$ cat src/rtl/bin2bcd_pkg.sv
// Shared types and constants for the binary-to-BCD digit feeder.
package bin2bcd_pkg;

  typedef enum logic [1:0] {
    IDLE,
    CONV,
    LOAD
  } state_t;

  typedef logic [3:0] bcd_digit_t;

  localparam int         C_BCD_DIGITS = 5;
  localparam bcd_digit_t C_SAT_DIGIT  = 4'd9;

endpackage

$ cat src/rtl/bcd_add3_digit.sv
// One double-dabble correction cell: a BCD digit of 5 or more gets +3 before the shift.
module bcd_add3_digit
  import bin2bcd_pkg::*;
(
  input  bcd_digit_t digit,
  output bcd_digit_t adjusted
);

  // Wraps within 4 bits; no carry leaves the digit.
  assign adjusted = (digit >= 4'd5) ? digit + 4'd3 : digit;

endmodule

$ cat src/rtl/bin2bcd_digit_feeder.sv
// Sequential double-dabble converter feeding the 4-digit 7-segment display.
// Build option OVERFLOW_SAT_EN: on overflow the display digits saturate to 9999.
module bin2bcd_digit_feeder
  import bin2bcd_pkg::*;
#(
  parameter int C_BIN_WIDTH   = 14,
  parameter int C_DIGIT_ORDER = 0
) (
  input  logic                   SPLB_Clk,
  input  logic                   SPLB_Rst,
  input  logic                   start,
  input  logic [C_BIN_WIDTH-1:0] bin_in,
  input  logic [0:3]             dp_in,
  output logic [0:3]             Val0,
  output logic [0:3]             Val1,
  output logic [0:3]             Val2,
  output logic [0:3]             Val3,
  output logic [0:3]             dps,
  output logic                   busy,
  output logic                   done,
  output logic                   overflow
);

  localparam int ACC_W = 4 * C_BCD_DIGITS;

  if (C_BIN_WIDTH < 4 || C_BIN_WIDTH > 16) begin : g_bad_width
    $error("bin2bcd_digit_feeder: C_BIN_WIDTH must be in 4..16");
  end

  state_t                 state;
  logic [C_BIN_WIDTH-1:0] shift_q;
  logic [ACC_W-1:0]       acc;
  logic [ACC_W-1:0]       acc_adj;
  logic [ACC_W-1:0]       acc_next;
  logic [0:3]             dp_hold;
  logic [4:0]             count;

  for (genvar i = 0; i < C_BCD_DIGITS; i++) begin : g_add3
    bcd_add3_digit u_add3 (
      .digit   (acc[4*i +: 4]),
      .adjusted(acc_adj[4*i +: 4])
    );
  end

  assign acc_next = {acc_adj[ACC_W-2:0], shift_q[C_BIN_WIDTH-1]};

  bcd_digit_t final_digit [4];
  bcd_digit_t shown       [4];
  logic       ovf_next;

  // NOTE: every always_comb output gets a value on every path, otherwise a latch is inferred.
  always_comb begin
    ovf_next = |acc_next[ACC_W-1 -: 4];
    for (int i = 0; i < 4; i++) begin
      final_digit[i] = acc_next[4*i +: 4];
`ifdef OVERFLOW_SAT_EN
      if (ovf_next) final_digit[i] = C_SAT_DIGIT;
`endif
    end
    for (int i = 0; i < 4; i++) begin
      shown[i] = (C_DIGIT_ORDER == 0) ? final_digit[i] : final_digit[3-i];
    end
  end

  // Outputs are registered on the last CONV edge so they become visible,
  // together with done, in the LOAD cycle and never show partial results.
  // NOTE: state registers use non-blocking assignments so every flop samples pre-edge values.
  always_ff @(posedge SPLB_Clk or posedge SPLB_Rst) begin
    if (SPLB_Rst) begin
      state    <= IDLE;
      shift_q  <= '0;
      acc      <= '0;
      dp_hold  <= '0;
      count    <= '0;
      Val0     <= '0;
      Val1     <= '0;
      Val2     <= '0;
      Val3     <= '0;
      dps      <= '0;
      busy     <= 1'b0;
      done     <= 1'b0;
      overflow <= 1'b0;
    end else begin
      case (state)
        IDLE: begin
          done <= 1'b0;
          if (start) begin
            shift_q <= bin_in;
            dp_hold <= dp_in;
            acc     <= '0;
            count   <= 5'(C_BIN_WIDTH);
            busy    <= 1'b1;
            state   <= CONV;
          end
        end
        CONV: begin
          acc     <= acc_next;
          shift_q <= shift_q << 1;
          count   <= count - 5'd1;
          if (count == 5'd1) begin
            Val0     <= shown[0];
            Val1     <= shown[1];
            Val2     <= shown[2];
            Val3     <= shown[3];
            dps      <= dp_hold;
            overflow <= ovf_next;
            done     <= 1'b1;
            state    <= LOAD;
          end
        end
        LOAD: begin
          done  <= 1'b0;
          busy  <= 1'b0;
          state <= IDLE;
        end
        default: state <= IDLE;
      endcase
    end
  end

endmodule

$ cat config.mk
export PLATFORM = sky130hd
export DESIGN_NAME = bin2bcd_digit_feeder
export DESIGN_NICKNAME = d
export VERILOG_FILES = /design/src/rtl/bin2bcd_pkg.sv /design/src/rtl/bcd_add3_digit.sv /design/src/rtl/bin2bcd_digit_feeder.sv
export SDC_FILE = /design/constraint.sdc
export NUM_CORES = 1
export LEC_CHECK = 0
export ABC_AREA = 1
export BUFFER_PORTS_ARGS = -buffer_cell sky130_fd_sc_hd__buf_2
export CAP_MARGIN = 15
export CORE_AREA = 4 4 94 104
export DETAILED_ROUTE_END_ITERATION = 8
export DIE_AREA = 0 0 98 108
export PLACE_DENSITY = 0.57
export SETUP_SLACK_MARGIN = 0.4
export SYNTH_ARGS = -nofsm -noshare
export SYNTH_HDL_FRONTEND = slang
export SYNTH_HIERARCHICAL = 1
export SYNTH_SLANG_ARGS = --single-unit
$ cat constraint.sdc
create_clock -name SPLB_Clk -period 2.5 [get_ports SPLB_Clk]
set_clock_uncertainty 0.2 [all_clocks]
set_input_delay 0.5 -clock SPLB_Clk [delete_from_list [all_inputs] [get_ports SPLB_Clk]]
set_output_delay 0.5 -clock SPLB_Clk [all_outputs]
set_load 0.05 [all_outputs]
==> results of run 1 <==
-- sequential cells by signal, indices dropped and copies added (netlist names) --
name	count
shift_q	14
overflow	1
count	5
Val3	4
Val2	4
acc	20
Val0	4
dps	4
state	2
busy	1
done	1
dp_hold	4
Val1	4
-- power groups by stage --
stage	Sequential [mW]	Clock, mW	Combinational, mW
6_report	1.94	0.834	2.76
4_1_cts	1.95	0.868	2.80
5_1_grt	2.02	0.916	3.11
2_1_floorplan	2.45	0	1.69
3_3_place_gp	1.95	0	2.74
3_5_place_dp	1.97	0	2.79
-- final cells by class --
type                       count  area [µm²]  area share, %
timing repair buffer          49         273           6.94
multi-input combinational    311        1490           37.9
clock buffer                  15         176           4.49
clock inverter                 1        5.00          0.127
inverter                      37         143           3.63
tap                          114         143           3.63
sequential                    68        1700           43.3
-- metal layers --
| layer | up-vias | GRT usage (%) | routed length [µm] |
|---|---|---|---|
| met5 | - | 0 | 0 |
| met4 | 0 | 3.26 | 19 |
| met3 | 2 | 4.13 | 282 |
| met2 | 48 | 23.5 | 3260 |
| met1 | 1227 | 17.6 | 3250 |
| li1 | 1410 | - | - |
-- per-stage QoR --
stage | setup slack [ps] | cell area [µm²] | hold WS, ps | instances
2_1_floorplan | 1010 | 3390 | 242 | 427
3_3_place_gp | 680 | 3750 | 248 | 579
3_5_place_dp | 665 | 3750 | 253 | 579
4_1_cts | 717 | 3930 | 50.0 | 595
5_1_grt | 593 | 3930 | 85.0 | 595
6_report | 758 | 3930 | 35.2 | 595
-- worst paths after layout --
kind | startpoint | end | slack [ps] | cells after the start
max in group asynchronous | SPLB_Rst | done | 1460 | 3
min in group SPLB_Clk | bin_in[0] | shift_q[0] | 160 | 3
hold / removal | SPLB_Rst | Val1[1] | 40 | 2
hold reg to reg | dps[1] | dps[1] | 260 | 2
setup reg to reg | state[0] | count[1] | 760 | 4
setup / recovery | state[0] | count[1] | 760 | 4
-- cell usage in the layout, fill, tap and decap left out, types with 2 or more instances in the layout --
master,n
nand2_1,209
dfrtp_1,68
buf_2,43
inv_1,28
nand3_1,20
o21ai_0,18
nor2_1,17
ha_1,12
clkbuf_8,12
nor2_4,11
inv_2,8
nand2_2,7
o21ai_2,5
buf_4,5
a21oi_2,4
o211ai_1,3
clkbuf_1,3
nand4_1,2
nor2_2,2
-- critical path: cells and delay by family (launching register included) --
kind,cells,cell delay (ps)
flops,1,450
simple gates,2,340
buf+inv,1,460
compound gates,1,130
==> impl_metrics.toml, run 1 <==
[run_status]
status = "completed"

[detailed_routing]
drcViolationCount = 0
vias = 2687
viasPerCell = 4.52
drt-total-wl_um = 6810
wl_per_cell_um = 11.4
antenna_left = 0
first_pass_iters = 4
drt_iter0_drc = 123

[logic_synthesis]
synth_area_um2 = 3390
syn-num-nets = 460
syn-instance-count = 427
yosysWarnings = 6
avgSynthCellArea_um2 = 7.94

[pwr]
power.switching_fraction_pct = 47.9
finalPower_mw = 5.53
vdd_drop_max_v = 0.000465
p_sw_mw = 2.65
pwr_density_cell_nw_per_um2 = 1410
p_seq_share_pct = 35.1
combPwrFrac_pct = 49.8
p_leak_nw = 2.10
pwr-share-clk_pct = 15.1
internal_power_mw = 2.88

[cells_and_area]
post_route_cells_drive_above_1_share_pct = 20.8
fillCellCount = 894
antenna_cells = 0
nets = 509
area_delta_synth_final_pct = 16.0
final_core_util_pct = 44.8

[place]
port_buffers = 43
finalWeightedCongestion = 0.776
place_hpwl_um = 4810

[timing]
finalSetupViolCount = 0
fmax_mhz = 574
finalHoldViolCount = 0
post-route-min-period_ps = 1740
slew_headroom_pct = 58.4
worst_pin_slew_ps = 623
rsz0062_at_grt = "no"
final.setup.tns_ps = 0
finalMaxSlewViolations = 0
period_share_pct = 69.7

[critical_path]
worst-setup-path-type = "flip-flop to flip-flop"
worstPathArrival_ps = 1720
cp-end-kind = "flip-flop"
critPathMostFrequentCell = "nand2_2"
path_cells = "nand2_2, nand2_2, inv_2, a22oi_1"
crit_fanout = 33
cp_slowest_stage_delay_ps = 460
required_ps = 2480
start_kind = "flip-flop"
worst_path_max_delay_cell = "inv_2"

[global_route]
groute.usage.overall_pct = 13.9
grt-ovfl-total = 0
grt_pass1_wl_um = 12100
grt_pass1_vias = 2671
grt_max_degree = 43
antenna_found_initial = 0

[cts]
insertion_delay_ps = 340
clock-root-buffer = "clkbuf_8"
cts_sinks = 68
cts_tree = "yes"
clk_pin_slew_worst_paths_ps = 70
ctsHoldBuffers = 0
cts_buffer_depth = 2
cts-resized-gates = 0
cts_max_level = 3
numCtsBuffers = 9
cts_setup_buffers = 0

[hold_path]
hold_class = "input pin to async pin"

[floorplan]
die_h_um = 108
fp-row-count = 36
ioPinCount = 44
die-area_um2 = 10600
die_w_um = 98
start_util_pct = 38.6
core_area_um2 = 8780

[run]
cap_violations = 0
(Power assumes the default switching activity.)
==> run 2: changes to the inputs <==
ABC_AREA = 0   (was 1)
CORE_AREA = 4 4 93 104   (was 4 4 94 104)
DIE_AREA = 0 0 97 108   (was 0 0 98 108)
PLACE_DENSITY = 0.59   (was 0.57)
clock period = 1.6 ns   (was 2.5 ns; I/O delays follow)
==> run 2 against run 1 <==
  * Routed wire length increased by 22%
  * Final cell count decreased by 8.4%
  * Flip-flop and latch count unchanged
  * Critical path depth increased by 3
  * Fmax decreased by 17%
  * Total power increased by 110%
  * Worst setup slack got worse by 1200 ps
  * Non-clock buffer count increased by 91
  * Synthesized cell count decreased by 32%
  * Die area decreased by 1.0%
  * First-iteration DRC count decreased by 38%
  * The flow now finishes with violations (setup timing)
==> impl_metrics.toml, run 2 <==
[pwr]
internal_power_mw = 6.95
pwr-share-clk_pct = 10.8
pwr_density_cell_nw_per_um2 = 2100
power.switching_fraction_pct = 39.6
p_sw_mw = 4.55
finalPower_mw = 11.5
p_seq_share_pct = 27.4
combPwrFrac_pct = 61.8
vdd_drop_max_v = 0.000985
p_leak_nw = 2.62

[cells_and_area]
nets = 459
stdcell_area_um2 = 5470
fillCellCount = 653
area_delta_synth_final_pct = 63.1
most-common-layout-cells = "dfrtp_1, buf_6, buf_4, mux2_4, a22o_1"
layout_commonest_cell = "dfrtp_1"
largest_reg_flops = 20
antenna_cells = 0
top_regs = "acc x20, shift_q x14, count x5"
seq_area_um2 = 1710
multi_input_area_um2 = 1920
final_cells = 545
largest-register = "acc"
post_route_cells_drive_above_1_share_pct = 59.2
final_core_util_pct = 62.9

[run]
cap_violations = 0

[critical_path]
required_ps = 1630
start_kind = "flip-flop"
cp-end-kind = "flip-flop"
worstPathArrival_ps = 2120
worst-setup-path-type = "flip-flop to flip-flop"
crit_fanout = 3

[timing]
rsz0062_at_grt = "yes"
fmax_mhz = 478
finalHoldViolCount = 0
final.setup.tns_ps = -2480
finalSetupViolCount = 27
fin_ws_ps = -490
slew_headroom_pct = 77.4
finalMaxSlewViolations = 0
fin_hold_ws_ps = 44.9
post-route-min-period_ps = 2090
worst_pin_slew_ps = 339
period_share_pct = 131

[hold_path]
hold_class = "input pin to flip-flop"

[global_route]
grt-ovfl-total = 0
antenna_found_initial = 0
groute.usage.overall_pct = 16.3
grt_pass1_vias = 2776
grt_pass1_wl_um = 13800
grt_max_degree = 69

[detailed_routing]
drt_iter0_drc = 76
dr_wl_met3_um = 314
drt-total-wl_um = 8330
top_layer = "met4"
wl_per_cell_um = 15.3
vias = 2726
antenna_left = 0
viasPerCell = 5.00
met1Wirelength_um = 3570
first_pass_iters = 4
dr_wl_met2_um = 4250
drcViolationCount = 0

[floorplan]
ioPinCount = 44
start_util_pct = 38.6
die_w_um = 97
die_h_um = 108
fp-row-count = 36
die-area_um2 = 10500
core_area_um2 = 8690

[logic_synthesis]
syn-num-nets = 322
synth_area_um2 = 3350
avgSynthCellArea_um2 = 11.6
syn-instance-count = 289
yosysWarnings = 6

[place]
place_area_um2 = 4110
place_inst = 469
place_hpwl_um = 4590
place_ws_ps = -497
finalWeightedCongestion = 0.757
port_buffers = 43

[cts]
cts_sinks = 68
numCtsBuffers = 9
insertion_delay_ps = 340
cts_buffer_depth = 2
clk_pin_slew_worst_paths_ps = 80
clock-root-buffer = "clkbuf_8"
cts_max_level = 3
cts_tree = "yes"

[run_status]
status = "finished with violations"
violations = "setup timing"
run 2: final cells by class:
cell class              count  area share (%)
multi-input cells         192            35.1
repair buffers            140            26.9
inverters                  15            1.10
flip-flops and latches     68            31.2
clock inverters             7           0.801
clock buffers               9            2.27
well taps                 114            2.61
run 2: final timing paths:
kind | slack (ps) | startpoint | endpoint | cells after the start
min in group asynchronous | 420 | SPLB_Rst | acc[17] | 4
max | -490 | acc[17] | overflow | 7
max in group asynchronous | 470 | SPLB_Rst | state[1] | 4
min reg2reg | 310 | dp_hold[1] | dps[1] | 1
max reg2reg | -490 | acc[17] | overflow | 7
min | 40 | bin_in[11] | shift_q[11] | 3
run 2: timing repair:
action,CTS,global route
hold endpoints to repair,71,2
pin swaps,20,7
cloned,4,1
buffers inserted,31,18
hold buffers,4,2
endpoints found under the setup margin,90,94
resized for setup,133,22
run 2: worst max-delay path: stages (launching register included):
cell,delay [ps]
dfrtp_1,360
inv_2,60
ha_2,180
nand2b_4,140
a21oi_4,160
xnor2_2,90
or4_1,510
mux2_4,280
run 2: power by group through the flow:
stage	Combinational [mW]	Clock (mW)	Sequential [mW]
CTS	6.63	1.27	3.12
global route	7.61	1.36	3.25
detailed placement	4.83	0	3.02
global placement	4.73	0	3.01
floorplan	2.80	0	3.80
finish	7.12	1.24	3.15
run 2: metal layers:
metal / track usage, % / vias up
li1: - / 1303
met1: 21.1 / 1346
met3: 3.23 / 16
met5: 0 / -
met2: 27.1 / 61
met4: 6.52 / 0
==> run 3: changes to the inputs <==
CAP_MARGIN = 20   (was 15)
CELL_PAD_IN_SITES_DETAIL_PLACEMENT = 1   (was not set)
CELL_PAD_IN_SITES_GLOBAL_PLACEMENT = 1   (was not set)
PLACE_DENSITY = 0.71   (was 0.59)
==> run 3 against run 2 <==
  * The flow finishes with violations (hold timing, setup timing)
  * Sequential power about the same
  * Hold slack got worse by 260 ps
  * Final area increased by 1.5%
  * Clock power increased by 6%
==> impl_metrics.toml, run 3 (same netlist as run 2, synthesis figures left out) <==
[run_status]
status = "finished with violations"
violations = "hold timing, setup timing"

[critical_path]
crit_fanout = 3
cp_slowest_stage_delay_ps = 510
required_ps = 1640
worst_path_max_delay_cell = "or4_1"
path_cells = "inv_2, ha_4, nand2b_4, a21oi_4, xnor2_2, or4_1, mux2_4"
path_delay_family = "simple AND/OR/NAND/NOR gates"
start_kind = "flip-flop"
cp-end-kind = "flip-flop"
crit_buf_inv = 1
worstPathArrival_ps = 2110
cp.depth = 7
reg2regPathDepth = 7
worst-setup-path-type = "flip-flop to flip-flop"

[place]
port_buffers = 43
place_inst = 469
place_hpwl_um = 5560
place_ws_ps = -491
finalWeightedCongestion = 0.740

[cells_and_area]
final_cells = 552
largest-register = "acc"
post_route_cells_drive_above_1_share_pct = 61.9
layout_commonest_cell = "buf_4"
area_delta_synth_final_pct = 65.5
largest_reg_flops = 20
antenna_cells = 0
fillCellCount = 847
most-common-layout-cells = "buf_4, dfrtp_1, buf_6, mux2_4, a22o_1"
nets = 467
final_core_util_pct = 63.8
top_regs = "acc x20, shift_q x14, count x5"

[cts]
numCtsBuffers = 9
insertion_delay_ps = 350
cts_max_level = 3
cts_buffer_depth = 2
ctsHoldBuffers = 3
clk_pin_slew_worst_paths_ps = 70
clock-root-buffer = "clkbuf_8"
cts_tree = "yes"
cts_sinks = 68

[run]
cap_violations = 0

[timing]
finalSetupViolCount = 37
rsz0062_at_grt = "yes"
finalHoldViolCount = 13
fin_ws_ps = -478
period_share_pct = 130
slew_headroom_pct = 71.0
fmax_mhz = 481
fin_hold_ws_ps = -214
finalMaxSlewViolations = 0
post-route-min-period_ps = 2080
worst_pin_slew_ps = 434

[pwr]
finalPower_mw = 12.1
vdd_drop_max_v = 0.000947
pwr_density_cell_nw_per_um2 = 2180
p_leak_nw = 2.64

[floorplan]
start_util_pct = 38.6
die_h_um = 108
core_area_um2 = 8690
die_w_um = 97
die-area_um2 = 10500
ioPinCount = 44
fp-row-count = 36

[detailed_routing]
viasPerCell = 5.17
wl_per_cell_um = 19.7
antenna_left = 0
drt_iter0_drc = 75
vias = 2855
drcViolationCount = 0
first_pass_iters = 4
drt-total-wl_um = 10900

[global_route]
antenna_found_initial = 0
grt_pass1_wl_um = 17000
groute.usage.overall_pct = 21.0
grt_pass1_vias = 3139
grt_max_degree = 30
grt-ovfl-total = 0

[hold_path]
hold_class = "input pin to async pin"
-- run 3: worst paths after layout --
check                      startpoint          end  slack (ps)
max                           acc[16]     overflow        -480
min                          SPLB_Rst  shift_q[10]        -210
max reg2reg                   acc[16]     overflow        -480
min reg2reg                shift_q[0]   shift_q[0]         320
max in group asynchronous    SPLB_Rst       acc[4]         920
min in group SPLB_Clk        dp_in[2]   dp_hold[2]          10
-- run 3: layout make-up --
type | instances | area [µm²] | share of cell area, %
clock buffers | 13 | 159 | 2.86
well taps | 114 | 143 | 2.57
inverters | 15 | 70.1 | 1.26
multi-input cells | 192 | 2010 | 36.3
clock inverters | 2 | 10.0 | 0.180
repair buffers | 148 | 1440 | 26.0
flip-flops and latches | 68 | 1710 | 30.8
-- run 3: per-stage QoR --
stage / setup TNS, ps / area, µm² / hold WS (ps)
6_report: -2770 / 5550 / -214
5_1_grt: -4910 / 5550 / -208
4_1_cts: -2240 / 5260 / -217
3_5_place_dp: -1790 / 4090 / 155
3_3_place_gp: -779 / 4090 / 153
2_1_floorplan: -413 / 3540 / 248
-- run 3: routing by layer --
metal / routed length (µm) / global-route usage, % / share of wire (%)
met1: 4320 / 24.7 / 40
met5: 0 / 0 / 0
met2: 5990 / 39.1 / 55
met3: 331 / 3.23 / 3.0
met4: 236 / 7.22 / 2.2
-- run 3: repair_timing --
action                                  CTS  global route
gates resized for setup                 154            22
cloned                                    5             0
buffers inserted                         38            22
endpoints found under the hold margin    16            13
endpoints found under the setup margin   91            91
pin swaps                                33            19
-- run 3: where the power goes --
group          internal, mW  switching [mW]
clock                 0.636           0.672
sequential             2.46           0.725
combinational          4.06            3.55
-- run 3: worst reg2reg max path: stages, from the launching register on --
cell	delay (ps)
dfrtp_1	440
inv_2	100
ha_4	160
nand2b_4	60
a21oi_4	150
xnor2_2	80
or4_1	510
mux2_4	280
